File: config.mk
export PLATFORM = sky130hd
export DESIGN_NAME = uc_jogo_principal_param
export DESIGN_NICKNAME = d
export VERILOG_FILES = /design/src/rtl/uc_jogo_principal_param.sv
export SDC_FILE = /design/constraint.sdc
export NUM_CORES = 1
export LEC_CHECK = 0
export CAP_MARGIN = 30
export CELL_PAD_IN_SITES_DETAIL_PLACEMENT = 1
export CELL_PAD_IN_SITES_GLOBAL_PLACEMENT = 2
export CORE_MARGIN = 2
export CORE_UTILIZATION = 31
export DETAILED_ROUTE_END_ITERATION = 8
export DONT_BUFFER_PORTS = 1
export HOLD_SLACK_MARGIN = 0.06
export PLACE_DENSITY_LB_ADDON = 0.1
export SLEW_MARGIN = 20
export SYNTH_ARGS = -nofsm -noshare
export SYNTH_HDL_FRONTEND = slang
export SYNTH_SLANG_ARGS = --single-unit
File: constraint.sdc
create_clock -name clock -period 2.5 [get_ports clock]
set_input_delay 0.5 -clock clock [delete_from_list [all_inputs] [get_ports clock]]
set_output_delay 0.5 -clock clock [all_outputs]
set_load 0.01 [all_outputs]
File: src/rtl/uc_jogo_principal_param.sv
// Main control unit for the asteroids game. It sequences game start, move capture, shot
// registration, movement rounds and life loss, with configurable lives, shot limit and move timeout.
module uc_jogo_principal_param #(
  parameter int N_VIDAS         = 3,
  parameter int LARGURA_VIDAS   = 2,
  parameter int MAX_TIROS       = 4,
  parameter int LARGURA_TIROS   = 3,
  parameter int TIMEOUT_JOGADA  = 1000,
  parameter int LARGURA_TIMEOUT = 10
) (
  input  logic                     clock,
  input  logic                     reset,
  input  logic                     iniciar,
  input  logic                     ocorreu_jogada,
  input  logic                     ocorreu_tiro,
  input  logic                     tiro_removido,
  input  logic                     fim_movimentacao,
  input  logic                     colisao_nave,
  output logic                     enable_reg_jogada,
  output logic                     reset_reg_jogada,
  output logic                     inicia_movimentacao,
  output logic                     registra_tiro,
  output logic                     reset_contador_asteroides,
  output logic                     reset_move_tiros,
  output logic                     reset_registra_tiros,
  output logic [LARGURA_VIDAS-1:0] vidas,
  output logic [LARGURA_TIROS-1:0] tiros_ativos,
  output logic                     acabou_vidas,
  output logic                     pronto,
  output logic [4:0]               db_estado
);

  typedef enum logic [4:0] {
    INICIAL              = 5'b00000,
    INICIALIZA_ELEMENTOS = 5'b00001,
    ESPERA_JOGADA        = 5'b00010,
    REGISTRA_JOGADA      = 5'b00011,
    REGISTRA_TIRO        = 5'b00100,
    INICIA_MOVIMENTO     = 5'b00101,
    AGUARDA_MOVIMENTO    = 5'b00110,
    PERDE_VIDA           = 5'b00111,
    FIM_JOGO             = 5'b01000
  } estado_t;

  localparam logic [LARGURA_VIDAS-1:0]   VIDAS_INI   = LARGURA_VIDAS'(N_VIDAS);
  localparam logic [LARGURA_TIROS-1:0]   TIROS_LIM   = LARGURA_TIROS'(MAX_TIROS);
  localparam logic [LARGURA_TIMEOUT-1:0] TIMEOUT_LIM = LARGURA_TIMEOUT'(TIMEOUT_JOGADA - 1);
  localparam logic                       TIMEOUT_ON  = (TIMEOUT_JOGADA != 0);
  localparam logic [4:0]                 DB_ILEGAL   = 5'b01101;

  estado_t                    estado_q, estado_d;
  logic [LARGURA_VIDAS-1:0]   vidas_q, vidas_d;
  logic [LARGURA_TIROS-1:0]   tiros_q, tiros_d;
  logic [LARGURA_TIMEOUT-1:0] timer_q, timer_d;
  logic                       inc_tiro_s, dec_tiro_s;

  logic enable_reg_jogada_q, reset_reg_jogada_q, inicia_movimentacao_q, registra_tiro_q;
  logic reset_contador_asteroides_q, reset_move_tiros_q, reset_registra_tiros_q;
  logic acabou_vidas_q, pronto_q;
  logic [4:0] db_estado_q;

  // Debug code for a state; anything outside the enumerated set reports as illegal.
  function automatic logic [4:0] codigo_debug(input estado_t e);
    logic [4:0] c;
    case (e)
      INICIAL, INICIALIZA_ELEMENTOS, ESPERA_JOGADA, REGISTRA_JOGADA, REGISTRA_TIRO,
      INICIA_MOVIMENTO, AGUARDA_MOVIMENTO, PERDE_VIDA, FIM_JOGO: c = e;
      default: c = DB_ILEGAL;
    endcase
    return c;
  endfunction

  // Next-state logic.
  always_comb begin
    estado_d = estado_q;
    case (estado_q)
      INICIAL: begin
        if (iniciar) estado_d = INICIALIZA_ELEMENTOS;
        else         estado_d = INICIAL;
      end
      INICIALIZA_ELEMENTOS: estado_d = ESPERA_JOGADA;
      ESPERA_JOGADA: begin
        if (ocorreu_jogada)                           estado_d = REGISTRA_JOGADA;
        else if (TIMEOUT_ON && timer_q == TIMEOUT_LIM) estado_d = INICIA_MOVIMENTO;
        else                                          estado_d = ESPERA_JOGADA;
      end
      REGISTRA_JOGADA: begin
        // A shot arriving with the shot table full is dropped; the move still runs.
        if (ocorreu_tiro && tiros_q < TIROS_LIM) estado_d = REGISTRA_TIRO;
        else                                     estado_d = INICIA_MOVIMENTO;
      end
      REGISTRA_TIRO:    estado_d = INICIA_MOVIMENTO;
      INICIA_MOVIMENTO: estado_d = AGUARDA_MOVIMENTO;
      AGUARDA_MOVIMENTO: begin
        if (fim_movimentacao && colisao_nave) estado_d = PERDE_VIDA;
        else if (fim_movimentacao)            estado_d = ESPERA_JOGADA;
        else                                  estado_d = AGUARDA_MOVIMENTO;
      end
      PERDE_VIDA: begin
        if (vidas_q == LARGURA_VIDAS'(1)) estado_d = FIM_JOGO;
        else                              estado_d = ESPERA_JOGADA;
      end
      FIM_JOGO: begin
        if (iniciar) estado_d = INICIALIZA_ELEMENTOS;
        else         estado_d = FIM_JOGO;
      end
      default: estado_d = INICIAL;
    endcase
  end

  // Lives, active-shot count and move timer next values.
  always_comb begin
    inc_tiro_s = (estado_q == REGISTRA_TIRO);
    dec_tiro_s = tiro_removido;
    vidas_d    = vidas_q;
    tiros_d    = tiros_q;
    timer_d    = '0;

    if (estado_q == INICIALIZA_ELEMENTOS) begin
      vidas_d = VIDAS_INI;
    end else if (estado_q == PERDE_VIDA && vidas_q != '0) begin
      vidas_d = vidas_q - LARGURA_VIDAS'(1);
    end else begin
      vidas_d = vidas_q;
    end

    // A removal coinciding with a spawn cancels out; removals saturate at zero.
    if (estado_q == INICIALIZA_ELEMENTOS) begin
      tiros_d = '0;
    end else if (inc_tiro_s && !dec_tiro_s) begin
      tiros_d = tiros_q + LARGURA_TIROS'(1);
    end else if (dec_tiro_s && !inc_tiro_s && tiros_q != '0) begin
      tiros_d = tiros_q - LARGURA_TIROS'(1);
    end else begin
      tiros_d = tiros_q;
    end

    if (estado_q == ESPERA_JOGADA) timer_d = timer_q + LARGURA_TIMEOUT'(1);
    else                           timer_d = '0;
  end

  // State, counters and Moore outputs decoded from the upcoming state.
  always_ff @(posedge clock or negedge reset) begin
    if (!reset) begin
      estado_q                    <= INICIAL;
      vidas_q                     <= VIDAS_INI;
      tiros_q                     <= '0;
      timer_q                     <= '0;
      enable_reg_jogada_q         <= 1'b0;
      reset_reg_jogada_q          <= 1'b0;
      inicia_movimentacao_q       <= 1'b0;
      registra_tiro_q             <= 1'b0;
      reset_contador_asteroides_q <= 1'b0;
      reset_move_tiros_q          <= 1'b0;
      reset_registra_tiros_q      <= 1'b0;
      acabou_vidas_q              <= 1'b0;
      pronto_q                    <= 1'b0;
      db_estado_q                 <= 5'b00000;
    end else begin
      estado_q                    <= estado_d;
      vidas_q                     <= vidas_d;
      tiros_q                     <= tiros_d;
      timer_q                     <= timer_d;
      enable_reg_jogada_q         <= (estado_d == REGISTRA_JOGADA);
      reset_reg_jogada_q          <= (estado_d == INICIALIZA_ELEMENTOS);
      inicia_movimentacao_q       <= (estado_d == INICIA_MOVIMENTO);
      registra_tiro_q             <= (estado_d == REGISTRA_TIRO);
      reset_contador_asteroides_q <= (estado_d == INICIALIZA_ELEMENTOS);
      reset_move_tiros_q          <= (estado_d == INICIALIZA_ELEMENTOS);
      reset_registra_tiros_q      <= (estado_d == INICIALIZA_ELEMENTOS);
      acabou_vidas_q              <= (estado_d == FIM_JOGO);
      pronto_q                    <= (estado_d == FIM_JOGO);
      db_estado_q                 <= codigo_debug(estado_d);
    end
  end

  assign enable_reg_jogada         = enable_reg_jogada_q;
  assign reset_reg_jogada          = reset_reg_jogada_q;
  assign inicia_movimentacao       = inicia_movimentacao_q;
  assign registra_tiro             = registra_tiro_q;
  assign reset_contador_asteroides = reset_contador_asteroides_q;
  assign reset_move_tiros          = reset_move_tiros_q;
  assign reset_registra_tiros      = reset_registra_tiros_q;
  assign vidas                     = vidas_q;
  assign tiros_ativos              = tiros_q;
  assign acabou_vidas              = acabou_vidas_q;
  assign pronto                    = pronto_q;
  assign db_estado                 = db_estado_q;

endmodule

# [After elaboration in Yosys (flattened, before gate mapping)]
# Index checks and enable logic that the tools add are counted.
[word_totals] reg_bits=30 input_bits=8 output_inout_bits=19
[classes] order_cmp=1 mux=16 n_eq_ne=18 n_addsub=4 reduce_logical=15
[op_table] cell="case mux 5 bit (9 select lines)" count=1
[op_table] cell="== test 5 x 3 -> 1 bit, second input constant" count=8
[op_table] cell="two-way mux 3 bit" count=7
[op_table] cell="== test 5 x 2 -> 1 bit, second input constant" count=4
[op_table] cell="adder 10 x 1 -> 10 bit, second input constant" count=1
[op_table] cell="== test 10 bit, second input constant" count=1
[op_table] cell="== test 5 x 1 -> 1 bit, second input constant" count=2
[op_table] cell="== test 5 x 4 -> 1 bit, second input constant" count=2
[op_table] cell="logical NOT 5 bit" count=2
[op_table] cell="two-way mux 10 bit" count=1
[op_table] cell="OR reduction 9 bit" count=1
[op_table] cell="two-way mux 4 bit" count=2
[op_table] cell="logical AND 1 bit" count=6
[op_table] cell="nonzero test 3 bit" count=2
[op_table] cell="two-way mux 5 bit" count=1
[op_table] cell="two-way mux 2 bit" count=2
[op_table] cell="nonzero test 2 bit" count=2
[op_table] cell="adder 3 x 1 -> 3 bit, second input constant" count=1
[op_table] cell="less-than comparator 3 bit, second input constant" count=1
[op_table] cell="subtractor 3 x 1 -> 3 bit, second input constant" count=1
[op_table] cell="== test 2 x 1 -> 1 bit, second input constant" count=1
[op_table] cell="logical NOT 1 bit" count=2
[op_table] cell="two-way mux 1 bit" count=2
[op_table] cell="subtractor 2 x 1 -> 2 bit, second input constant" count=1

# [Longest topological paths before layout]
[logic_depth] word_depth=7 mapped_depth=8 depth_no_buf=6

# [Least setup slack after synthesis]
# OpenSTA, ideal clock, no wires.
[synth_path] path_kind="flip-flop to flip-flop" startpoint="register estado_q[3]" endpoint="register tiros_q[1], in the netlist tiros_ativos[1]" slack_ns=0.284 path_stages_with_launch=8 synth_period_minus_slack_ns=2.216 t_arrival_ns=2.115 required_time_ns=2.399 path_cell_list="dfrtp_1 > buf_6 > or4b_1 > buf_2 > nor2_1 > fa_1 > o311a_1 > nor4_1"
[synth_between] elab_chain_cells=5 elab_cells_between_ends=9
[synth_rtl] element="from (decl)" line="51" rtl="estado_t estado_q, estado_d;"
[synth_rtl] element="from (signal assigned)" line="160" rtl="estado_q <= estado_d;"
[synth_rtl] element="== test 5 x 3 -> 1 bit" line="113" rtl="inc_tiro_s = (estado_q == REGISTRA_TIRO);"
[synth_rtl] element="logical NOT 1 bit" line="132" rtl="end else if (dec_tiro_s && !inc_tiro_s && tiros_q != '0) begin"
[synth_rtl] element="logical AND 1 bit (2 in series)" line="132"
[synth_rtl] element="nonzero test 3 bit (no line)"
[synth_rtl] element="to (signal assigned)" line="162" rtl="tiros_q <= tiros_d;"
[synth_rtl] element="to (decl)" line="53" rtl="logic [LARGURA_TIROS-1:0] tiros_q, tiros_d;"
# Parallel ways exist; a longest one is shown, timed or not.
# A chain may end at the register's enable or synchronous reset.

# [Final worst setup path]
[layout_path] startpoint="register estado_q[1]" endpoint="register tiros_q[1], in the netlist tiros_ativos[1]"
# The elaborated chain is that of the path after synthesis.

==> run summary <==
The flow ran to the end, and the final reports show no timing, DRC or antenna violations. The tools report the share of the core filled with cells in the final layout as 35.8%. Clock root buffer: sky130_fd_sc_hd__clkbuf_8. VDD sags by at most 0.000414 V.

The residual overflow from global routing was 0; the initial antenna violation count was 0. The final worst-path setup slack is 0.348 ns, and the pin count of the biggest net entering global routing is 29. The layout overhead on the synthesized area is 8.81%, and the total half-perimeter wirelength after legalization and detailed placement is 2280 µm.

The logs give 0 for the count of maximum capacitance violations and 13.1% for the overall global routing resource usage. The setup check on the worst reg-to-reg path leaves a slack of 0.35 ns. The total non-filler cell area in the finished layout came out at 1590 µm². Buffers added to address setup during post-CTS repair amount to 0. The final layout contains routed wiring with a total length of 3070 µm.

During synthesis, Yosys emitted a total of 0 warnings. The number of clock sinks is 28. Yosys attributes the largest share of cell area to sky130_fd_sc_hd__dfrtp_1, sky130_fd_sc_hd__nor2_1, sky130_fd_sc_hd__dfstp_2. The kind of path behind the tightest hold check was in -> reg.

The startpoint identified for the worst register-to-register timing path is estado_q[1]. DRC violation count after routing: 0. The placed cell area is 1490 µm². At the worst endpoint, the arrival time is 2.34 ns. The floorplan step set the die height to 72.7 µm. The run gives 24 as the cell row count. The later-pin clock latency in the skew report is 0.28 ns. In this run the critical register-to-register path is captured at tiros_ativos[1].

The routed layout has 1045 vias. The worst setup path is launched from a flop. In this run the tool buffered the top-level ports with 0 buffer cells. The tools report the number of iterations in the first detailed-routing pass as 4. Dividing the final minimum period by the clock period gives 86.1%. For the number of hold violations in the final report, the log shows 0. The initial cell density of the core was 32.9%; the peak fanout along the critical path was 3. For the routability congestion estimate, the log shows 0.718. The number of cells on the worst hold path was 1; the total leakage power was 0.698 nW. Measured against its own limit, the worst slew margin works out to 60.8%. 0 antenna diodes ended up in the layout.

The tools report the total negative slack as 0 ns. In this run, synthesis produced a sequential element count of 28. After synthesis, the netlist uses 47 different library cells.

The average instance in the mapped netlist occupies 10.0 µm². TritonCTS built the clock tree. In this run, the number of DRC markers left after iteration 0 of detailed routing was 59. Summed over its instances, the top area cell type makes up 44.5% of the synthesized netlist area. The die is 72.7 µm wide. In this run, post-CTS hold repair placed 2 buffers. CTS H-tree depth: 1. In this run the power density over the cells is 1140 nW/µm². The number of global-route vias before repair is 1133, and the worst reg2reg path depth is 5.

The post-placement setup slack is 0.349 ns. Setup repair after global routing left no endpoint under its margin. Dividing the detail-routed via count by the number of cells gives 5.25.

The design draws 0.00182 W. For the fmax, the log shows 465 MHz. STA classifies the critical path endpoint as a flop. Of the synthesized area, sequential elements account for 48.1%. The number of nets in the synthesized netlist is 158. STA puts the critical path data required time at 2.68 ns. After the last flow step, the layout net total stands at 160. For the clock skew after layout, the log shows 0.00453 ns. The synthesized design spends more area on one cell type than any other, namely sky130_fd_sc_hd__dfrtp_1. The transition time of the tightest slew-check pin came out at 0.582 ns.

The ratio of cells with drive above 1 in the final layout is 13.6%. The wire length of the first global-routing pass came out at 5390 µm. The worst setup path is of the reg -> reg kind. The number of gates resized after CTS was 0.

After detailed routing, the average wire length per cell comes to 15.4 µm. The logs give 3 for the number of buffers inserted during clock tree synthesis and 146 for the number of instances in the synthesized netlist. The worst hold path terminates at tiros_ativos[0]. The floorplan core area is 4440 µm², and the count of nets left with antenna violations after detail routing is 0. Clock slew seen by the registers of the worst setup and hold paths: 0.10 ns.

The final max-slew violation count was 0. The tools report the startpoint of the worst hold path as tiro_removido. After layout, the minimum clock period comes to 2.15 ns.

The run gives 5280 µm² as the area of the die. 27 I/O pins were placed. No sink is reached through more buffers than the 2 on the longest clock path. The most critical setup path has its startpoint at estado_q[1]. The run gives 0 as the number of endpoints failing setup at the final stage. The netlist area before placement came out at 1460 µm².
## Yosys cell counts (all sizes together)
master	number
a211o	1
a211oi	3
a21boi	1
a21o	1
a21oi	5
a311oi	1
a41oi	1
and2	1
and2b	1
and3	2
and4bb	1
buf	11
clkbuf	1
conb	1
dfrtp	26
dfstp	2
fa	1
ha	3
inv	7
nand2	11
nand2b	3
nand3	5
nand4	2
nand4b	1
nor2	18
nor2b	1
nor3	6
nor3b	2
nor4	2
nor4b	3
o2111ai	1
o211ai	2
o21ai	2
o21bai	2
o311a	1
o31a	1
or3	3
or3b	1
or4b	1
or4bb	1
xnor2	5
xor2	2
## cells in the final DEF (no fill, tap or decap), types with 3 or more instances in the layout
master,count
sky130_fd_sc_hd__a21oi_1,4
sky130_fd_sc_hd__nor3_1,6
sky130_fd_sc_hd__buf_4,7
sky130_fd_sc_hd__a211oi_1,3
sky130_fd_sc_hd__ha_1,3
sky130_fd_sc_hd__inv_1,7
sky130_fd_sc_hd__nand2_1,11
sky130_fd_sc_hd__dfrtp_1,26
sky130_fd_sc_hd__nor2_1,18
sky130_fd_sc_hd__xnor2_1,5
sky130_fd_sc_hd__nand3_1,5
sky130_fd_sc_hd__clkbuf_8,3
sky130_fd_sc_hd__or3_1,3
sky130_fd_sc_hd__nand2b_1,3
## worst max-delay path: stages (launching register included)
cell	delay, ns
sky130_fd_sc_hd__dfrtp_1	0.38
sky130_fd_sc_hd__or4b_1	0.56
sky130_fd_sc_hd__nor2_1	0.13
sky130_fd_sc_hd__fa_1	0.45
sky130_fd_sc_hd__o311a_1	0.37
sky130_fd_sc_hd__nor4_1	0.16
## how the worst max path moves through the flow
stage                 endpoint  cells past startpoint  slack (ns)
2_1_floorplan  tiros_ativos[1]                      7        0.28
3_3_place_gp   tiros_ativos[1]                      5        0.42
3_5_place_dp   tiros_ativos[1]                      5        0.35
4_1_cts        tiros_ativos[1]                      5        0.31
5_1_grt        tiros_ativos[1]                      5        0.19
6_report       tiros_ativos[1]                      5        0.35
## routing by layer
layer	up-vias	wire length (µm)	GRT usage (%)
met5	-	0	0
met4	0	29	3.09
met3	5	120	2.62
met2	26	1380	21.2
met1	512	1540	18.1
li1	502	-	-
## cell type report
| cell class | instances | area [µm²] |
|---|---|---|
| Clock inverter | 1 | 30.0 |
| Multi-Input combinational cell | 99 | 643 |
| Inverter | 7 | 26.3 |
| Tap cell | 52 | 65.1 |
| Timing Repair Buffer | 9 | 82.6 |
| Fill cell | 521 | 2850 |
| Sequential cell | 28 | 703 |
| Clock buffer | 3 | 41.3 |
## metrics by stage
step | instances | hold WS (ns)
global route | 199 | 0.288
CTS | 199 | 0.290
global placement | 193 | 0.205
floorplan | 146 | 0.204
detailed placement | 193 | 0.205
finish | 199 | 0.297
## report_power, final
part / switching (W) / internal [W] / total (W)
Combinational: 0.000403 / 0.000316 / 0.000719
Sequential: 0.000147 / 0.000591 / 0.000738
Clock: 0.000148 / 0.000215 / 0.000362
## flip-flops by register name, indices dropped and copies added (netlist names), 2 cells and up
signal	flops
timer_q	10
tiros_ativos	3
db_estado	4
estado_q	4
vidas	2
## logic make-up (layout without fill, tap and decap cells)
group | Yosys count | in the layout | share of synthesized area [%]
xor gates and xnor gates | 7 | 7 | 4.19
buffers and inverters | 19 | 20 | 7.96
DFF | 28 | 28 | 48.1
and+or+nand+nor | 65 | 65 | 24.6
adders and majority gates | 4 | 4 | 3.94
AOI/OAI and AO/OA | 22 | 22 | 10.9
other | 1 | 1 | 0.256
Note: power is estimated with default switching activity, not from simulation.
